--- src/rtl/mem_line_arbiter_pkg.sv ---
// Shared definitions for the two-port line-memory arbiter.
// Contents:
//   arb_state_t : arbiter FSM state encoding (IDLE / BUSY)
//   N_PORTS     : number of requesting cache controllers
//   lw()        : line bus width in bits for a given LINE_ADDR_LEN
package mem_arb_pkg;

    typedef enum logic [0:0] {
        ARB_IDLE = 1'b0,
        ARB_BUSY = 1'b1
    } arb_state_t;

    localparam int N_PORTS = 2;

    // A line holds 2^line_addr_len 32-bit words.
    function automatic int lw(input int line_addr_len);
        return 32 << line_addr_len;
    endfunction

endpackage

--- src/rtl/mem_line_arbiter_if.sv ---
// Bus bundle between two cache controllers, the arbiter and main memory.
// Handshake (both sides): a request (req_rd/req_wr per port, mem_rd_req/
// mem_wr_req toward memory) is a level held, together with its address and
// write line, until the matching one-cycle grant pulse (gnt[p] / mem_gnt).
// The grant cycle is the completion cycle; read data (rline / mem_rline) is
// valid only in that cycle. The requester drops or replaces its request
// after the edge that ends the grant cycle.
// Modports:
//   slave  : arbiter view (consumes cache requests and mem_gnt/mem_rline)
//   master : environment view (caches + main memory)
interface mem_line_arbiter_if
    import mem_arb_pkg::*;
#(
    parameter int LINE_ADDR_LEN = 3,
    parameter int ADDR_LEN      = 7
);
    localparam int LW = lw(LINE_ADDR_LEN);

    // cache side
    logic [N_PORTS-1:0] req_rd;
    logic [N_PORTS-1:0] req_wr;
    logic [ADDR_LEN-1:0] req_addr0;
    logic [ADDR_LEN-1:0] req_addr1;
    logic [LW-1:0]       req_wline0;
    logic [LW-1:0]       req_wline1;
    logic [N_PORTS-1:0] gnt;
    logic [LW-1:0]       rline;

    // memory side
    logic                mem_rd_req;
    logic                mem_wr_req;
    logic [ADDR_LEN-1:0] mem_addr;
    logic [LW-1:0]       mem_wline;
    logic                mem_gnt;
    logic [LW-1:0]       mem_rline;

    modport slave (
        input  req_rd, req_wr, req_addr0, req_addr1, req_wline0, req_wline1,
        input  mem_gnt, mem_rline,
        output gnt, rline, mem_rd_req, mem_wr_req, mem_addr, mem_wline
    );

    modport master (
        output req_rd, req_wr, req_addr0, req_addr1, req_wline0, req_wline1,
        output mem_gnt, mem_rline,
        input  gnt, rline, mem_rd_req, mem_wr_req, mem_addr, mem_wline
    );

endinterface

--- src/rtl/mem_line_arbiter_rr_pick2.sv ---
// Combinational two-way round-robin picker.
// Ports:
//   act[1:0]  in  per-port pending request
//   last      in  port that owned the previous transaction
//   lock      in  write-back lock is armed
//   lock_port in  port holding the lock
//   sel       out selected port (meaningful when valid)
//   valid     out at least one port is pending
module rr_pick2
    import mem_arb_pkg::*;
(
    input  logic [N_PORTS-1:0] act,
    input  logic               last,
    input  logic               lock,
    input  logic               lock_port,
    output logic               sel,
    output logic               valid
);

    always_comb begin
        valid = |act;
        sel   = last;
        if (lock && act[lock_port]) begin
            sel = lock_port;
        end else if (act == 2'b01) begin
            sel = 1'b0;
        end else if (act == 2'b10) begin
            sel = 1'b1;
        end else if (act == 2'b11) begin
            // tie: hand the line to whoever did not go last
            sel = ~last;
        end
    end

endmodule

--- src/rtl/mem_line_arbiter.sv ---
// Two-port line-memory arbiter (port 0 = I-cache, port 1 = D-cache) in front
// of a single line-granular main memory. Round-robin between ports, with an
// optional lock that keeps a dirty-line write-back and the same port's
// refill read together.
// Ports:
//   clk, rst_n : clock, asynchronous active-low reset
//   bus        : cache request/grant bundle plus main-memory request bundle
//   owner      : current/last owning port
//   busy       : high in BUSY; together with IDLE this is the full FSM state
// Parameters:
//   LOCK_SWAP  : 1 = a granted write keeps ownership for that port's next read
module mem_line_arbiter
    import mem_arb_pkg::*;
#(
    parameter int LOCK_SWAP = 1
)
(
    input  logic              clk,
    input  logic              rst_n,
    mem_line_arbiter_if.slave bus,
    output logic              owner,
    output logic              busy
);

    arb_state_t state, state_nxt;
    logic owner_nxt;
    logic lock, lock_nxt;

    logic [N_PORTS-1:0] act;
    logic pick_sel, pick_valid;
    logic own_rd, own_wr;

    assign act    = bus.req_rd | bus.req_wr;
    assign own_rd = bus.req_rd[owner];
    assign own_wr = bus.req_wr[owner];

    // The lock always belongs to the port whose write was just granted,
    // which is the current owner.
    rr_pick2 u_pick (
        .act       (act),
        .last      (owner),
        .lock      (lock),
        .lock_port (owner),
        .sel       (pick_sel),
        .valid     (pick_valid)
    );

    always_ff @(posedge clk or negedge rst_n) begin
        if (!rst_n) begin
            state <= ARB_IDLE;
            owner <= 1'b1;   // port 0 wins the first tie
            lock  <= 1'b0;
        end else begin
            state <= state_nxt;
            owner <= owner_nxt;
            lock  <= lock_nxt;
        end
    end

    always_comb begin
        state_nxt      = state;
        owner_nxt      = owner;
        lock_nxt       = lock;
        bus.mem_rd_req = 1'b0;
        bus.mem_wr_req = 1'b0;
        bus.mem_addr   = '0;
        bus.mem_wline  = '0;
        bus.gnt        = '0;
        case (state)
            ARB_IDLE: begin
                // the lock only survives into this one arbitration cycle
                lock_nxt = 1'b0;
                if (pick_valid) begin
                    owner_nxt = pick_sel;
                    state_nxt = ARB_BUSY;
                end
            end
            ARB_BUSY: begin
                // write wins if a port illegally raises both
                bus.mem_rd_req = own_rd & ~own_wr;
                bus.mem_wr_req = own_wr;
                bus.mem_addr   = owner ? bus.req_addr1  : bus.req_addr0;
                bus.mem_wline  = owner ? bus.req_wline1 : bus.req_wline0;
                if (!(own_rd || own_wr)) begin
                    // requester withdrew before completion: abort, no grant
                    state_nxt = ARB_IDLE;
                    lock_nxt  = 1'b0;
                end else if (bus.mem_gnt) begin
                    bus.gnt[owner] = 1'b1;
                    state_nxt      = ARB_IDLE;
                    lock_nxt       = (LOCK_SWAP != 0) && own_wr;
                end
            end
            default: state_nxt = ARB_IDLE;
        endcase
    end

    assign bus.rline = bus.mem_rline;
    assign busy      = (state == ARB_BUSY);

endmodule

--- src/flat_wrapper.sv ---
// flat-port wrapper written by rule: the top's interface ports become plain ports
module mem_line_arbiter_flat import mem_arb_pkg::*;
#(
    parameter int LOCK_SWAP = 1
)
  (clk, rst_n, owner, busy, bus_req_rd, bus_req_wr, bus_req_addr0, bus_req_addr1, bus_req_wline0, bus_req_wline1, bus_mem_gnt, bus_mem_rline, bus_gnt, bus_rline, bus_mem_rd_req, bus_mem_wr_req, bus_mem_addr, bus_mem_wline);
  mem_line_arbiter_if #(.LINE_ADDR_LEN((3)), .ADDR_LEN((7))) bus_i ();
  input  logic clk;
  input  logic rst_n;
  output logic owner;
  output logic busy;
  input wire logic [$bits(bus_i.req_rd)-1:0] bus_req_rd;
  input wire logic [$bits(bus_i.req_wr)-1:0] bus_req_wr;
  input wire logic [$bits(bus_i.req_addr0)-1:0] bus_req_addr0;
  input wire logic [$bits(bus_i.req_addr1)-1:0] bus_req_addr1;
  input wire logic [$bits(bus_i.req_wline0)-1:0] bus_req_wline0;
  input wire logic [$bits(bus_i.req_wline1)-1:0] bus_req_wline1;
  input wire logic [$bits(bus_i.mem_gnt)-1:0] bus_mem_gnt;
  input wire logic [$bits(bus_i.mem_rline)-1:0] bus_mem_rline;
  output wire logic [$bits(bus_i.gnt)-1:0] bus_gnt;
  output wire logic [$bits(bus_i.rline)-1:0] bus_rline;
  output wire logic [$bits(bus_i.mem_rd_req)-1:0] bus_mem_rd_req;
  output wire logic [$bits(bus_i.mem_wr_req)-1:0] bus_mem_wr_req;
  output wire logic [$bits(bus_i.mem_addr)-1:0] bus_mem_addr;
  output wire logic [$bits(bus_i.mem_wline)-1:0] bus_mem_wline;
  assign bus_i.req_rd = bus_req_rd;
  assign bus_i.req_wr = bus_req_wr;
  assign bus_i.req_addr0 = bus_req_addr0;
  assign bus_i.req_addr1 = bus_req_addr1;
  assign bus_i.req_wline0 = bus_req_wline0;
  assign bus_i.req_wline1 = bus_req_wline1;
  assign bus_i.mem_gnt = bus_mem_gnt;
  assign bus_i.mem_rline = bus_mem_rline;
  assign bus_gnt = bus_i.gnt;
  assign bus_rline = bus_i.rline;
  assign bus_mem_rd_req = bus_i.mem_rd_req;
  assign bus_mem_wr_req = bus_i.mem_wr_req;
  assign bus_mem_addr = bus_i.mem_addr;
  assign bus_mem_wline = bus_i.mem_wline;
  mem_line_arbiter #(.LOCK_SWAP(LOCK_SWAP)) u_core (.clk(clk), .rst_n(rst_n), .bus(bus_i), .owner(owner), .busy(busy));
endmodule
--- config.mk ---
export PLATFORM = sky130hd
export DESIGN_NAME = mem_line_arbiter_flat
export DESIGN_NICKNAME = d
export VERILOG_FILES = /design/src/rtl/mem_line_arbiter_pkg.sv /design/src/rtl/mem_line_arbiter_if.sv /design/src/rtl/mem_line_arbiter_rr_pick2.sv /design/src/rtl/mem_line_arbiter.sv /design/src/flat_wrapper.sv
export SDC_FILE = /design/constraint.sdc
export NUM_CORES = 1
export LEC_CHECK = 0
export CAP_MARGIN = 20
export CORE_AREA = 3 3 505 507
export CTS_CLUSTER_SIZE = 20
export DETAILED_ROUTE_END_ITERATION = 8
export DIE_AREA = 0 0 508 510
export HOLD_SLACK_MARGIN = 0.15
export PLACE_DENSITY = 0.33
export SKIP_LAST_GASP = 1
export SYNTH_ARGS = -nofsm -noshare
export SYNTH_HDL_FRONTEND = slang
export SYNTH_SLANG_ARGS = --single-unit
--- constraint.sdc ---
create_clock -name clk -period 1.9 [get_ports clk]
set_clock_uncertainty 0.05 [all_clocks]
set_input_delay 0.285 -clock clk [delete_from_list [all_inputs] [get_ports clk]]
set_output_delay 0.285 -clock clk [all_outputs]
set_load 0.005 [all_outputs]
==> flow_summary_export.csv <==
group,metric,value,unit
outcome,status,"complete, but fails checks",
outcome,violations,"negative setup slack",
placement,io_buffers,801,
pwr,total_power,29.0,mW
routing,ant_nets,0,
cells_and_area,area_growth,264,%
worst_setup_path,crit_fanout,8,
clocking,numCtsBuffers,3,
routing,routed_via_density,2.01,
clocking,cts_sinks,3,
clocking,cts_tree,"built",
synth,synth_nets,1655,
synth,ys_seq_area_share,1.14,%
flow_run,drv_cap,0,
worst_setup_path,path_class,"reg -> out",
worst_setup_path,crit_cells,8,
global_routing,grt_overflow_total,0,
worst_setup_path,cp_num_buf_inv,6,
sta,layout_min_cycle_time,2.50,ns
sta,slew_viol_final,0,
worst_setup_path,cp_top_family,"buffers and inverters",
global_routing,grt_pass1_wl,190000,um
die,dieWidth,508,um
sta,rsz0062_at_grt,"true",
cells_and_area,final_cell_count_no_fill,4983,
synth,yosys.area.top_type,"mux2i_1",
synth,syn_avg_cell_area,7.75,sq um
routing,num_vias,10000,
die,ios,1314,
routing,wire_per_inst,34.4,um
synth,ys_top_cells_by_area,"mux2i_1 (39%), buf_4 (30%), nor2b_1 (25%), buf_2 (1.7%), clkbuf_1 (1.5%)",
cells_and_area,mostFrequentLayoutCells,"clkdlybuf4s50_1 (536), buf_12 (210), mux2i_4 (155)",
placement,place_ws,-0.678,ns
synth,async_flop_share,100,%
synth,synthesis.area,6710,sq um
die,start_util,2.67,%
clocking,cts-htree-levels,1,
sta,setup_ws,-0.598,ns
clocking,ctsHoldBuffers,0,
cells_and_area,final_layout_size_suffix_gt1_share,52.8,%
synth,synth-xor-area-share,0,%
synth,muxShareOfSynthArea,39.5,%
worst_setup_path,crit_path_start_kind,"flop",
synth,synthSimpleGateAreaFrac,25.6,%
clocking,clock_latency,0.23,ns
placement,place_inst,4803,
sta,setup_viol,268,
synth,ys.flop_type,"dfrtp_1",
global_routing,track_usage,12.3,%
synth,synth_compound_area_share,0.671,%
synth,yosysWarningCount,0,
synth,synth-adder-area-share,0,%
clocking,root_buffer,"clkbuf_16",
cells_and_area,layout_commonest_cell,"clkdlybuf4s50_1",
synth,synth_top_cell_area_share,39.4,%
placement,post-dp-hpwl,157000,um
global_routing,grt_max_degree,66,
worst_setup_path,crit_path_frequent_cell,"buf_12",
synth,synth_edf_count,0,
die,core,251000,sq um
global_routing,antenna_found_initial,107,
pwr,ir_worst_vdd,0.540,mV
pwr,p_leak,8.71,nW
routing,totalWireLength,171000,um
worst_setup_path,critPathSlowestCell,"dfstp_4",
worst_setup_path,required,1.56,ns
sta,slew_headroom,73.7,%
placement,placed_cell_area,19200,sq um
sta,max_slew.worst_pin.slew,0.392,ns
clocking,clockBufferDepth,2,
synth,synth_cells,866,
cells_and_area,post-route-cell-area,24400,sq um
die,die_y,510,um
clocking,clk_pin_slew,0.03,ns
worst_setup_path,end_kind,"primary output",
routing,drt-pass1-iter-count,4,
worst_setup_path,path_cells,"buf_12, buf_16, buf_12, buf_12, mux2i_4, buf_6, nor2b_4, buf_6",
global_routing,grt_pass1_vias,10300,
synth,synth_top_family_by_area,"multiplexers",
worst_setup_path,slowest_delay,0.64,ns
pwr,p_per_area,1190,nW/um^2
die,rows,184,
die,die_area,259000,sq um
min_path,hold_path.class,"in -> async",
worst_setup_path,ff2ff_path_depth,7,
routing,drtIter0Drc,306,
routing,drc,0,
worst_setup_path,cp.arrival,2.16,ns
sta,fin_crit_sh,131,%
sta,setup_tns,-108.59,ns
synth,yosys_register_bits,3,
cells_and_area,nNetsFinal,2395,
placement,gp_congestion,0.814,
synth,ys_types,21,
sta,finalHoldViolations,0,
sta,max_freq,0.400,GHz
[state kept, by name (all words and copies together), names as in the netlist]
name          flops
u_core.lock       1
u_core.owner      1
u_core.busy       1
[worst paths after layout]
kind                                    from                 to  slack (ns)
setup reg to reg                u_core.owner        u_core.busy        0.07
max in group asynchronous              rst_n       u_core.owner        1.32
min in group clk           bus_mem_rline[78]      bus_rline[78]        0.52
hold / removal                         rst_n        u_core.busy        0.24
setup / recovery                u_core.owner  bus_mem_wline[39]       -0.60
hold reg to reg                  u_core.lock        u_core.lock        0.55
[area by class of cell]
class	count	area [sq um]
Fill cell	28800	227000
Inverter	1	3.75
Clock buffer	4	78.8
Sequential cell	3	83.8
Multi-Input combinational cell	546	7150
Tap cell	3348	4190
Timing Repair Buffer	1051	12900
Antenna cell	30	75.1
[cell usage after synthesis, drive strengths merged (2+ instances only)]
cell and number:
nand2 2, nor2b 264, nor2 2, clkbuf 26, o21ai 2, nor3 2
mux2i 264, dfrtp 2, nor3b 2, buf 290
[power by group]
group	leakage, nW	total, mW	switching, mW	internal [mW]
Sequential	0.0345	0.144	0.0388	0.106
Clock	0.0383	0.342	0.0641	0.277
Combinational	8.64	28.5	12.1	16.4
[through the flow]
stage,util [%],hold slack (ns)
floorplan,-,-0.0606
global placement,7.67,0.498
detailed placement,7.67,0.506
CTS,8.78,0.260
global route,9.72,0.257
finish,9.74,0.236
[per-layer routing]
metal	part of all wire, %	wire, um	vias up	global-route usage [%]
li1	-	-	4104	-
met1	31	53900	4424	11.5
met2	45	76400	1147	19.5
met3	20	34300	264	11.0
met4	3.6	6120	62	3.68
met5	0.32	556	-	0.457
[timing repair]
action,in CTS,in global routing
endpoints found under the setup margin,269,272
buffers inserted,83,90
pin swaps,0,3
cloned,15,8
resized for setup,517,493
[cell families (layout without fill, tap and decap cells)]
family,after synthesis,after routing
AOI/OAI and AO/OA,6,6
other,0,30
buffers and inverters,317,1056
DFF,3,3
muxes,265,265
and+or+nand+nor,275,275
Power figures use the tool's default switching activity.
